`config.mk`:
```
export PLATFORM = sky130hd
export DESIGN_NAME = midi_tx_scheduler
export DESIGN_NICKNAME = d
export VERILOG_FILES = /design/src/rtl/midi_tx_scheduler.sv
export SDC_FILE = /design/constraint.sdc
export NUM_CORES = 1
export LEC_CHECK = 0
export CORE_UTILIZATION = 40
export CTS_BUF_LIST = sky130_fd_sc_hd__clkbuf_8 sky130_fd_sc_hd__clkbuf_16
export CTS_CLUSTER_SIZE = 10
export DETAILED_ROUTE_END_ITERATION = 10
export GPL_TIMING_DRIVEN = 1
export PLACE_DENSITY = 0.7
export SLEW_MARGIN = 0
export SYNTH_ARGS = -nofsm -noshare
export SYNTH_HDL_FRONTEND = slang
export SYNTH_SLANG_ARGS = --single-unit
```
`constraint.sdc`:
```
create_clock -name clk -period 3 [get_ports clk]
set_input_delay 0.45 -clock clk [delete_from_list [all_inputs] [get_ports clk]]
set_output_delay 0.45 -clock clk [all_outputs]
set_load 0.005 [all_outputs]
```
`src/rtl/midi_tx_scheduler.sv`:
```
// midi_tx_scheduler
// Grants one of two MIDI event requesters (note path, CC path), builds the
// 3-byte message and feeds it byte by byte into the MIDI UART using its
// send/ready handshake. Optional running-status compression drops a status
// byte equal to the last status byte actually transmitted.
//
// state     | meaning
// ----------+-----------------------------------------------------------
// IDLE      | no message in flight; arbitrate pending requests
// LOAD      | message captured; choose first byte (status or data 1)
// SEND      | wait for transmitter ready, then strobe the current byte
// WAIT_LOW  | wait for transmitter to drop ready (byte accepted)
// WAIT_HIGH | wait for ready to return (stop bit done); next byte or end
`timescale 1ns/1ps

module midi_tx_scheduler #(
  parameter bit RUNNING_STATUS = 1'b1
) (
  input  logic       clk,
  input  logic       rst,
  input  logic [3:0] channel,
  input  logic       note_req,
  input  logic       note_on,
  input  logic [6:0] note_num,
  input  logic [6:0] note_vel,
  output logic       note_ack,
  input  logic       cc_req,
  input  logic [6:0] cc_num,
  input  logic [6:0] cc_val,
  output logic       cc_ack,
  output logic [7:0] tx_data,
  output logic       tx_send,
  input  logic       tx_ready,
  output logic       busy
);

  typedef enum logic [2:0] {
    IDLE      = 3'd0,
    LOAD      = 3'd1,
    SEND      = 3'd2,
    WAIT_LOW  = 3'd3,
    WAIT_HIGH = 3'd4
  } state_t;

  state_t     state;
  logic [7:0] msg_status;
  logic [7:0] msg_d1;
  logic [7:0] msg_d2;
  logic [1:0] byte_idx;
  logic [7:0] last_status;
  // 1 = the CC requester was granted most recently, so the note path wins a tie
  logic       rr_last_cc;

  logic       grant_note;
  logic       grant_cc;
  logic [7:0] cur_byte;

  // Round-robin arbitration between the two requesters
  always_comb begin
    grant_note = note_req && (!cc_req || rr_last_cc);
    grant_cc   = cc_req && !grant_note;
  end

  // Select the message byte addressed by byte_idx
  always_comb begin
    cur_byte = msg_d2;
    if (byte_idx == 2'd0) begin
      cur_byte = msg_status;
    end else if (byte_idx == 2'd1) begin
      cur_byte = msg_d1;
    end
  end

  // Scheduler FSM with registered outputs and message buffer
  always_ff @(posedge clk or posedge rst) begin
    if (rst) begin
      state       <= IDLE;
      msg_status  <= 8'h00;
      msg_d1      <= 8'h00;
      msg_d2      <= 8'h00;
      byte_idx    <= 2'd0;
      last_status <= 8'h00;
      rr_last_cc  <= 1'b1;
      note_ack    <= 1'b0;
      cc_ack      <= 1'b0;
      tx_data     <= 8'h00;
      tx_send     <= 1'b0;
      busy        <= 1'b0;
    end else begin
      note_ack <= 1'b0;
      cc_ack   <= 1'b0;
      tx_send  <= 1'b0;
      case (state)
        IDLE: begin
          if (grant_note) begin
            note_ack   <= 1'b1;
            msg_status <= {1'b1, (note_on ? 3'b001 : 3'b000), channel};
            msg_d1     <= {1'b0, note_num};
            msg_d2     <= {1'b0, note_vel};
            rr_last_cc <= 1'b0;
            busy       <= 1'b1;
            state      <= LOAD;
          end else if (grant_cc) begin
            cc_ack     <= 1'b1;
            msg_status <= {4'hB, channel};
            msg_d1     <= {1'b0, cc_num};
            msg_d2     <= {1'b0, cc_val};
            rr_last_cc <= 1'b1;
            busy       <= 1'b1;
            state      <= LOAD;
          end
        end
        LOAD: begin
          // last_status resets to 0x00, which is never a valid status byte
          if (RUNNING_STATUS && (msg_status == last_status)) begin
            byte_idx <= 2'd1;
          end else begin
            byte_idx <= 2'd0;
          end
          state <= SEND;
        end
        SEND: begin
          if (tx_ready) begin
            tx_data <= cur_byte;
            tx_send <= 1'b1;
            if (byte_idx == 2'd0) begin
              last_status <= msg_status;
            end
            state <= WAIT_LOW;
          end
        end
        WAIT_LOW: begin
          if (!tx_ready) begin
            state <= WAIT_HIGH;
          end
        end
        WAIT_HIGH: begin
          if (tx_ready) begin
            if (byte_idx == 2'd2) begin
              busy  <= 1'b0;
              state <= IDLE;
            end else begin
              byte_idx <= byte_idx + 2'd1;
              state    <= SEND;
            end
          end
        end
        default: begin
          state <= IDLE;
        end
      endcase
    end
  end

endmodule
```
==> results of run 1 <==
## layout make-up
class | count | area, um^2
well taps | 70 | 87.6
multi-input cells | 141 | 957
flip-flops and latches | 46 | 1150
inverters | 7 | 38.8
fillers | 455 | 2340
repair buffers | 53 | 520
clock buffers | 8 | 110
## cell families after synthesis
kind of cell             share of synthesized area
XOR/XNOR                                    0.0277
adder cells (fa/ha/maj)                     0.0170
AO/OA/AOI/OAI                                0.110
buffers and inverters                       0.0492
flip-flops                                   0.521
multiplexers                                 0.156
AND/OR/NAND/NOR                              0.119
## path summary, 6_finish.rpt
path / slack [ns] / end / depth (start not counted)
hold reg to reg: 0.49 / tx_data[7]$_DFFE_PP0P_ / 2
setup reg to reg: 1.05 / last_status[1]$_DFFE_PP0P_ / 4
setup / recovery: 0.90 / last_status[1]$_DFFE_PP0P_ / 6
max in group asynchronous: 1.99 / msg_d2[1]$_DFFE_PP0P_ / 3
min in group asynchronous: 0.59 / note_ack$_DFF_PP0_ / 3
hold / removal: 0.49 / tx_data[7]$_DFFE_PP0P_ / 2
## layout by cell type (no fill, tap or decap), types with 2 or more instances in the layout
cell type / instances
clkdlybuf4s50_1: 49
mux2i_1: 21
o22ai_1: 2
buf_4: 4
ha_1: 3
nor2_1: 34
dfrtp_1: 45
nand2_1: 13
inv_1: 5
xnor2_1: 6
a21oi_1: 25
o21ai_0: 9
clkbuf_8: 8
mux2_4: 6
mux2_2: 4
## worst register-to-register path, delay by kind of cell, from the launching register on
kind	cells	cell delay, ns
flops	1	0.55
simple gates	2	0.81
buf+inv	1	0.14
mux	1	0.34
## sequential cells by signal, summed over array words and instances, names as in the netlist
signal       count
note_ack         1
tx_send          1
tx_data          8
state            3
rr_last_cc       1
msg_d1           7
busy             1
msg_d2           7
msg_status       7
last_status      7
byte_idx         2
cc_ack           1
## power breakdown
group	switching [mW]	total [mW]	internal, mW	leakage [nW]
clock network	0.199	0.432	0.233	0.0575
logic	0.519	1.11	0.587	0.654
registers	0.224	1.13	0.904	0.533
total	0.942	2.67	1.72	1.24
## metal layers
layer | global-route usage | vias up
met5 | 0 | -
met2 | 0.228 | 53
met1 | 0.212 | 703
met4 | 0.0808 | 0
met3 | 0.0359 | 11
li1 | - | 804
## through the flow
step | power [mW] | util | std cells | hold WS, ns
after floorplan | 1.90 | - | 206 | 0.473
after global placement | 2.22 | 0.530 | 317 | 0.472
after detailed placement | 2.25 | 0.530 | 317 | 0.478
after CTS | 2.69 | 0.551 | 325 | 0.497
after global routing | 2.89 | 0.551 | 325 | 0.508
final | 2.67 | 0.551 | 325 | 0.489
==> summary.txt, run 1 <==
Vias/cell: 4.83
Maximum Capacitance Violations: 0
CP endpoint kind: flop
Wire length on met2: 1800 um
Post-route minimum period: 2.10 ns
CP max-delay cell: or3_1
Share of cells above drive strength 1: 0.118
Syn nets: 247
GRT Resource Usage Total: 0.155
Setup_tns: 0 ns
Status: finished clean
Top sig layer: met4
Die Wd: 76.4 um
Largest net degree at the start of global routing: 47
Number of remaining DRC errors: 0
Area of the die: 5830 um^2
Cell row count: 26
Area grow syn2layout: 29.6%
Leak: 1.24 nW
Clock Skew: 0.00490 ns
Ports: 50
Core footprint: 5200 um^2
TritonRoute pass-1 iters: 4
Most common library cells after synthesis: dfrtp_1 (45), nor2_1 (34), a21oi_1 (25)
Fin. max-slew vios: 0
PostCTS Resize Cnt: 0
Post-CTS Setup Bufs: 0
Routed length per instance: 12.6 um
CP Data Required Time: 3.18 ns
Ranking of synthesized cells by area: dfrtp_1 (51%), mux2i_1 (9.5%), nor2_1 (5.8%)
Fmax: 0.475 GHz
EDFF count, synth: 0
Vias after detailed routing: 1571
Die H: 76.4 um
FFs w/ async S/R, synth: 1.00
Num CTS Buffers: 5
Prevailing post-synth register cell: dfrtp_1
Hold Startpoint: tx_data[7]$_DFFE_PP0P_
Critical Path Max Stage Delay: 0.61 ns
Clk sink count: 46
Post-Synthesis Cells: 206
Post-synth top area cell: dfrtp_1
Number of global-route vias before repair: 1552
Initial antenna violation count: 0
Pwr Density: 930 nW/um^2
Setup crit start kind: input port
Mapped Area: 2210 um^2
Post-Place Setup Slack: 0.593 ns
Cell variety after synth: 36
Placer congestion estimate: 0.796
Worst Setup Path Type: in -> reg
Remaining Overflow, GRT: 0
Diode count: 0
#FFs+latches synth: 46
CP top delay family: simple AND/OR/NAND/NOR gates
Slew headroom: 0.551
Maximum vdd drop: 0.000370 V
Worst path cell trace: clkdlybuf4s50_1, nand2_1, or3_1, clkinv_8, nand2_8, mux2_4
Clock slew at reported path FFs: 0.08 ns
Fin worst setup slack: 0.896 ns
Top-area cell type share of the netlist area: 0.509
Input/output buffers: 49
Clock root cell: clkbuf_8
DR iter-0 viols: 58
Metal-1 WL: 2000 um
Top-count cell post-synth: dfrtp_1
CTS hold repair buffers: 0
Synth warn: 0
Syn avg cell area: 10.7 um^2
Clk buf depth: 2
Routed WL: 4100 um
Beginning of the critical path: tx_ready
FF-to-FF Start: state[2]$_DFFE_PP0P_
Register area share after synthesis: 0.521
Post-DRT Antenna Nets: 0
CTS tree: yes
Post-route cell area: 2870 um^2
RSZ-0062 raised after global routing: false
Final #Nets: 295
H-tree Lvls: 2
Global-route wire length before repair: 7090 um
Clk_lat worst skew: 0.29 ns
Final Cycle Share: 0.701
Post-DP Area: 2760 um^2
HPWL Detailed: 2980 um
Final Hold Vio Count: 0
Initial Util: 0.425
Least-Margin Pin Slew: 0.674 ns
HP Class: reg -> reg
WP buf/inv: 2
Endpoints failing setup: 0
Met3 routed WL: 199 um
Arrival @ worst endpoint: 2.28 ns
Peak fanout along the critical path: 18
(Power assumes the default switching activity.)
==> run 2, diff against run 1 <==
- clock period: 3 -> 2.1 ns (I/O delays scaled with it)
==> run 2 against run 1 <==
Power rose by 41%. Highest routed layer unchanged. First-iteration DRC count rose by 86%. Worst setup slack got worse by 0.43 ns. Combinational power rose by 51%. Clock-buffer cell count fell by 3. Wire length rose by 4.0%. Design area rose by 1.1%. Largest cell class unchanged. Clock skew rose by 0.0019 ns. Non-clock buffer count rose by 7. Critical path type is now reg -> reg. Worst hold slack got worse by 0.21 ns. Critical path depth did not move.
==> summary.txt, run 2 (same netlist as run 1, synthesis figures left out) <==
FF-to-FF Start: byte_idx[0]$_DFFE_PP0P_
Post-Place Setup Slack: 0.180 ns
Diode count: 0
Biggest register: tx_data
Largest net degree at the start of global routing: 19
PostCTS Resize Cnt: 0
Endpoints failing setup: 0
Fmax: 0.613 GHz
Fillers: 491
Share of cells above drive strength 1: 0.130
Post-DRT Antenna Nets: 0
Core footprint: 5200 um^2
Cell row count: 26
Placer congestion estimate: 0.815
Status: finished clean
Global-route wire length before repair: 7470 um
CP endpoint kind: flop
Input/output buffers: 49
Pwr Total: 3.77 mW
Final #Nets: 302
Clk_lat worst skew: 0.29 ns
Hold WS: 0.282 ns
Ports: 50
Die Wd: 76.4 um
H-tree Lvls: 2
Clock root cell: clkbuf_8
Initial antenna violation count: 0
Fin worst setup slack: 0.469 ns
Maximum Capacitance Violations: 0
CTS tree: yes
Beginning of the critical path: byte_idx[0]$_DFFE_PP0P_
Worst Setup Path Type: reg -> reg
Number of global-route vias before repair: 1542
Area of the die: 5830 um^2
Initial Util: 0.425
GRT Resource Usage Total: 0.164
Post-route minimum period: 1.63 ns
Routed length per instance: 12.9 um
Final Hold Vio Count: 0
Slew headroom: 0.654
FF-to-FF setup slack: 0.47 ns
Area grow syn2layout: 31.0%
HPWL Detailed: 3250 um
Setup_tns: 0 ns
TritonRoute pass-1 iters: 4
R2r worst-path depth: 6
Post-CTS Setup Bufs: 0
CTS hold repair buffers: 0
RSZ-0062 raised after global routing: false
Die H: 76.4 um
Final Cycle Share: 0.777
Leak: 1.27 nW
Clock slew at reported path FFs: 0.08 ns
Commonest non-fill, non-tap cell in the layout: clkdlybuf4s50_1
Multi-input gate area: 957 um^2
Clk buf depth: 2
Arrival @ worst endpoint: 1.85 ns
Sequential Area: 1150 um^2
HP Class: in -> async
Maximum vdd drop: 0.000589 V
Peak fanout along the critical path: 5
Reg-to-reg endpoint: byte_idx[0]$_DFFE_PP0P_
DR iter-0 viols: 108
Clk sink count: 46
Clock Skew: 0.00677 ns
Commonest cells after routing, fill and taps aside: clkdlybuf4s50_1 (49), dfrtp_1 (45), nor2_1 (34)
Least-Margin Pin Slew: 0.519 ns
Pwr Density: 1300 nW/um^2
Fin. max-slew vios: 0
Routed WL: 4260 um
Number of remaining DRC errors: 0
Vias/cell: 4.81
CP Data Required Time: 2.32 ns
Setup crit start kind: flop
Num CTS Buffers: 5
Remaining Overflow, GRT: 0
Vias after detailed routing: 1592
Max FFs per register: 8
-- run 2: changes by cell type in the layout (fill, tap and decap cells not counted) --
cell,previous run,this run
buf_4,4,10
buf_12,0,1
inv_1,5,7
clkbuf_8,8,5
-- run 2: worst max-delay path: stages (launching register included) --
cell	delay, ns
dfrtp_1	0.42
inv_1	0.08
ha_1	0.22
or3b_2	0.44
a21oi_1	0.21
o22ai_1	0.11
nor2_1	0.09
-- run 2: how the worst max path moves through the flow --
stage and endpoint:
2_1_floorplan last_status[0]$_DFFE_PP0P_, 3_3_place_gp last_status[2]$_DFFE_PP0P_, 3_5_place_dp last_status[1]$_DFFE_PP0P_, 4_1_cts tx_data[3]$_DFFE_PP0P_
5_1_grt tx_data[4]$_DFFE_PP0P_, 6_report byte_idx[0]$_DFFE_PP0P_
-- run 2: power breakdown --
| group | switching [mW] | internal (mW) |
|---|---|---|
| Combinational | 0.784 | 0.897 |
| Clock | 0.271 | 0.220 |
| Sequential | 0.301 | 1.29 |
| Total | 1.36 | 2.41 |
-- run 2: layer usage --
layer | global-route usage | vias up | wire length (um)
met1 | 0.239 | 732 | 2090
met2 | 0.243 | 47 | 1940
met5 | 0 | - | 0
met4 | 0.0462 | 0 | 51
met3 | 0.0395 | 5 | 172
li1 | - | 808 | -
-- run 2: cell type report --
| class | count | area share |
|---|---|---|
| well taps | 70 | 0.0302 |
| inverters | 7 | 0.0134 |
| flip-flops and latches | 46 | 0.398 |
| multi-input cells | 141 | 0.330 |
| clock buffers | 5 | 0.0237 |
| repair buffers | 60 | 0.202 |
| clock inverters | 2 | 0.00259 |
-- run 2: metrics by stage --
stage / area (um^2) / util / std cells
2_1_floorplan: 2210 / - / 206
3_3_place_gp: 2820 / 0.542 / 324
3_5_place_dp: 2820 / 0.542 / 324
4_1_cts: 2900 / 0.557 / 331
5_1_grt: 2900 / 0.557 / 331
6_report: 2900 / 0.557 / 331
==> run 3, diff against run 2 <==
- clock period: 2.1 -> 1.7 ns (I/O delays scaled with it)
==> run 3 against run 2 <==
Die area stayed put. Clock power rose by 39%. Wire length is 1.5% lower. Non-clock buffer count increased by 3. Fmax is 4.2% higher. Power grew 28%. Critical path depth shrank 2. Worst hold slack got worse by 0.018 ns. Clock-buffer cell count up 1. Critical endpoint is now msg_status[2]$_DFFE_PP0P_.
==> summary.txt, run 3 (same netlist as run 1, synthesis figures left out) <==
Cell row count: 26
Status: finished clean
Commonest non-fill, non-tap cell in the layout: clkdlybuf4s50_1
CP endpoint kind: flop
Share of cells above drive strength 1: 0.151
Clk buf depth: 2
Endpoints failing setup: 0
Post-DRT Antenna Nets: 0
Leak: 1.30 nW
CTS hold repair buffers: 0
Pwr Density: 1620 nW/um^2
Routed length per instance: 12.5 um
Number of remaining DRC errors: 0
Beginning of the critical path: state[1]$_DFFE_PP0P_
Area grow syn2layout: 34.4%
Initial Util: 0.425
Global-route wire length before repair: 7530 um
Number of global-route vias before repair: 1660
Num CTS Buffers: 5
Final core occ: 0.571
Arrival @ worst endpoint: 1.75 ns
Die H: 76.4 um
GRT Resource Usage Total: 0.166
RSZ-0062 raised after global routing: false
Hold WS: 0.264 ns
Initial antenna violation count: 0
Post-route non-filler standard cell count: 335
Post-route cell area: 2970 um^2
Setup crit start kind: flop
Routed WL: 4200 um
Fmax: 0.639 GHz
HPWL Detailed: 3220 um
Remaining Overflow, GRT: 0
Die Wd: 76.4 um
Least-Margin Pin Slew: 0.634 ns
Area of the die: 5830 um^2
Fin worst setup slack: 0.134 ns
Fillers: 483
Final Hold Vio Count: 0
Placer congestion estimate: 0.816
TritonRoute pass-1 iters: 4
Post-route minimum period: 1.57 ns
Pwr Total: 4.81 mW
Vias after detailed routing: 1591
FF-to-FF Start: state[1]$_DFFE_PP0P_
Setup_tns: 0 ns
Ports: 50
Fin. max-slew vios: 0
Clock root cell: clkbuf_8
Maximum Capacitance Violations: 0
Final Cycle Share: 0.921
Worst Setup Path Type: reg -> reg
Slew headroom: 0.575
Maximum vdd drop: 0.000668 V
Peak fanout along the critical path: 7
H-tree Lvls: 2
Largest net degree at the start of global routing: 31
Clk sink count: 46
DR iter-0 viols: 87
Core footprint: 5200 um^2
Biggest register: tx_data
Cell count after placement: 326
Vias/cell: 4.75
Commonest cells after routing, fill and taps aside: clkdlybuf4s50_1 (49), dfrtp_1 (44), nor2_1 (34)
Final #Nets: 305
Max FFs per register: 8
Clock slew at reported path FFs: 0.08 ns
CP Data Required Time: 1.89 ns
Clock Skew: 0.00406 ns
Diode count: 0
CTS tree: yes
Post-DP Area: 2870 um^2
Post-Place Setup Slack: -0.156 ns
HP Class: in -> async
Input/output buffers: 49
Clk_lat worst skew: 0.30 ns
run 3: area by class of cell:
cell class | instances | area, um^2 | share of cell area
clock buffers | 6 | 82.6 | 0.0278
clock inverters | 2 | 8.76 | 0.00294
inverters | 7 | 38.8 | 0.0130
well taps | 70 | 87.6 | 0.0294
repair buffers | 63 | 646 | 0.217
multi-input cells | 141 | 957 | 0.322
flip-flops and latches | 46 | 1150 | 0.388
run 3: per-layer routing:
| layer | routed length [um] | vias up | global-route usage |
|---|---|---|---|
| met2 | 1900 | 45 | 0.262 |
| li1 | - | 821 | - |
| met4 | 75 | 0 | 0.0635 |
| met5 | 0 | - | 0 |
| met3 | 182 | 6 | 0.0419 |
| met1 | 2040 | 719 | 0.218 |
run 3: worst paths after layout:
kind / end / slack [ns] / depth (start not counted)
min in group clk: tx_data[2]$_DFFE_PP0P_ / 0.48 / 2
max in group asynchronous: state[1]$_DFFE_PP0P_ / 0.92 / 3
setup reg to reg: msg_status[2]$_DFFE_PP0P_ / 0.13 / 4
hold / removal: msg_d2[6]$_DFFE_PP0P_ / 0.26 / 2
setup / recovery: msg_status[2]$_DFFE_PP0P_ / 0.13 / 4
hold reg to reg: tx_data[2]$_DFFE_PP0P_ / 0.48 / 2
run 3: worst max-delay path, stage by stage, from the launching register on:
cell and delay (ns):
dfrtp_2 0.45, or2_1 0.27, nor3_4 0.23, buf_4 0.18, mux2_2 0.33
run 3: what timing repair did:
action | 4_1_cts | 5_1_grt
buffers inserted | 0 | 1
resized for setup | 0 | 1
endpoints found under the setup margin | 0 | 3
endpoints found under the hold margin | 0 | 0
run 3: report_power, final:
part           leakage [nW]  switching [mW]  total [mW]  internal, mW
clock network        0.0524           0.358       0.681         0.322
registers             0.532           0.349        1.95          1.60
logic                 0.720           0.988        2.18          1.19
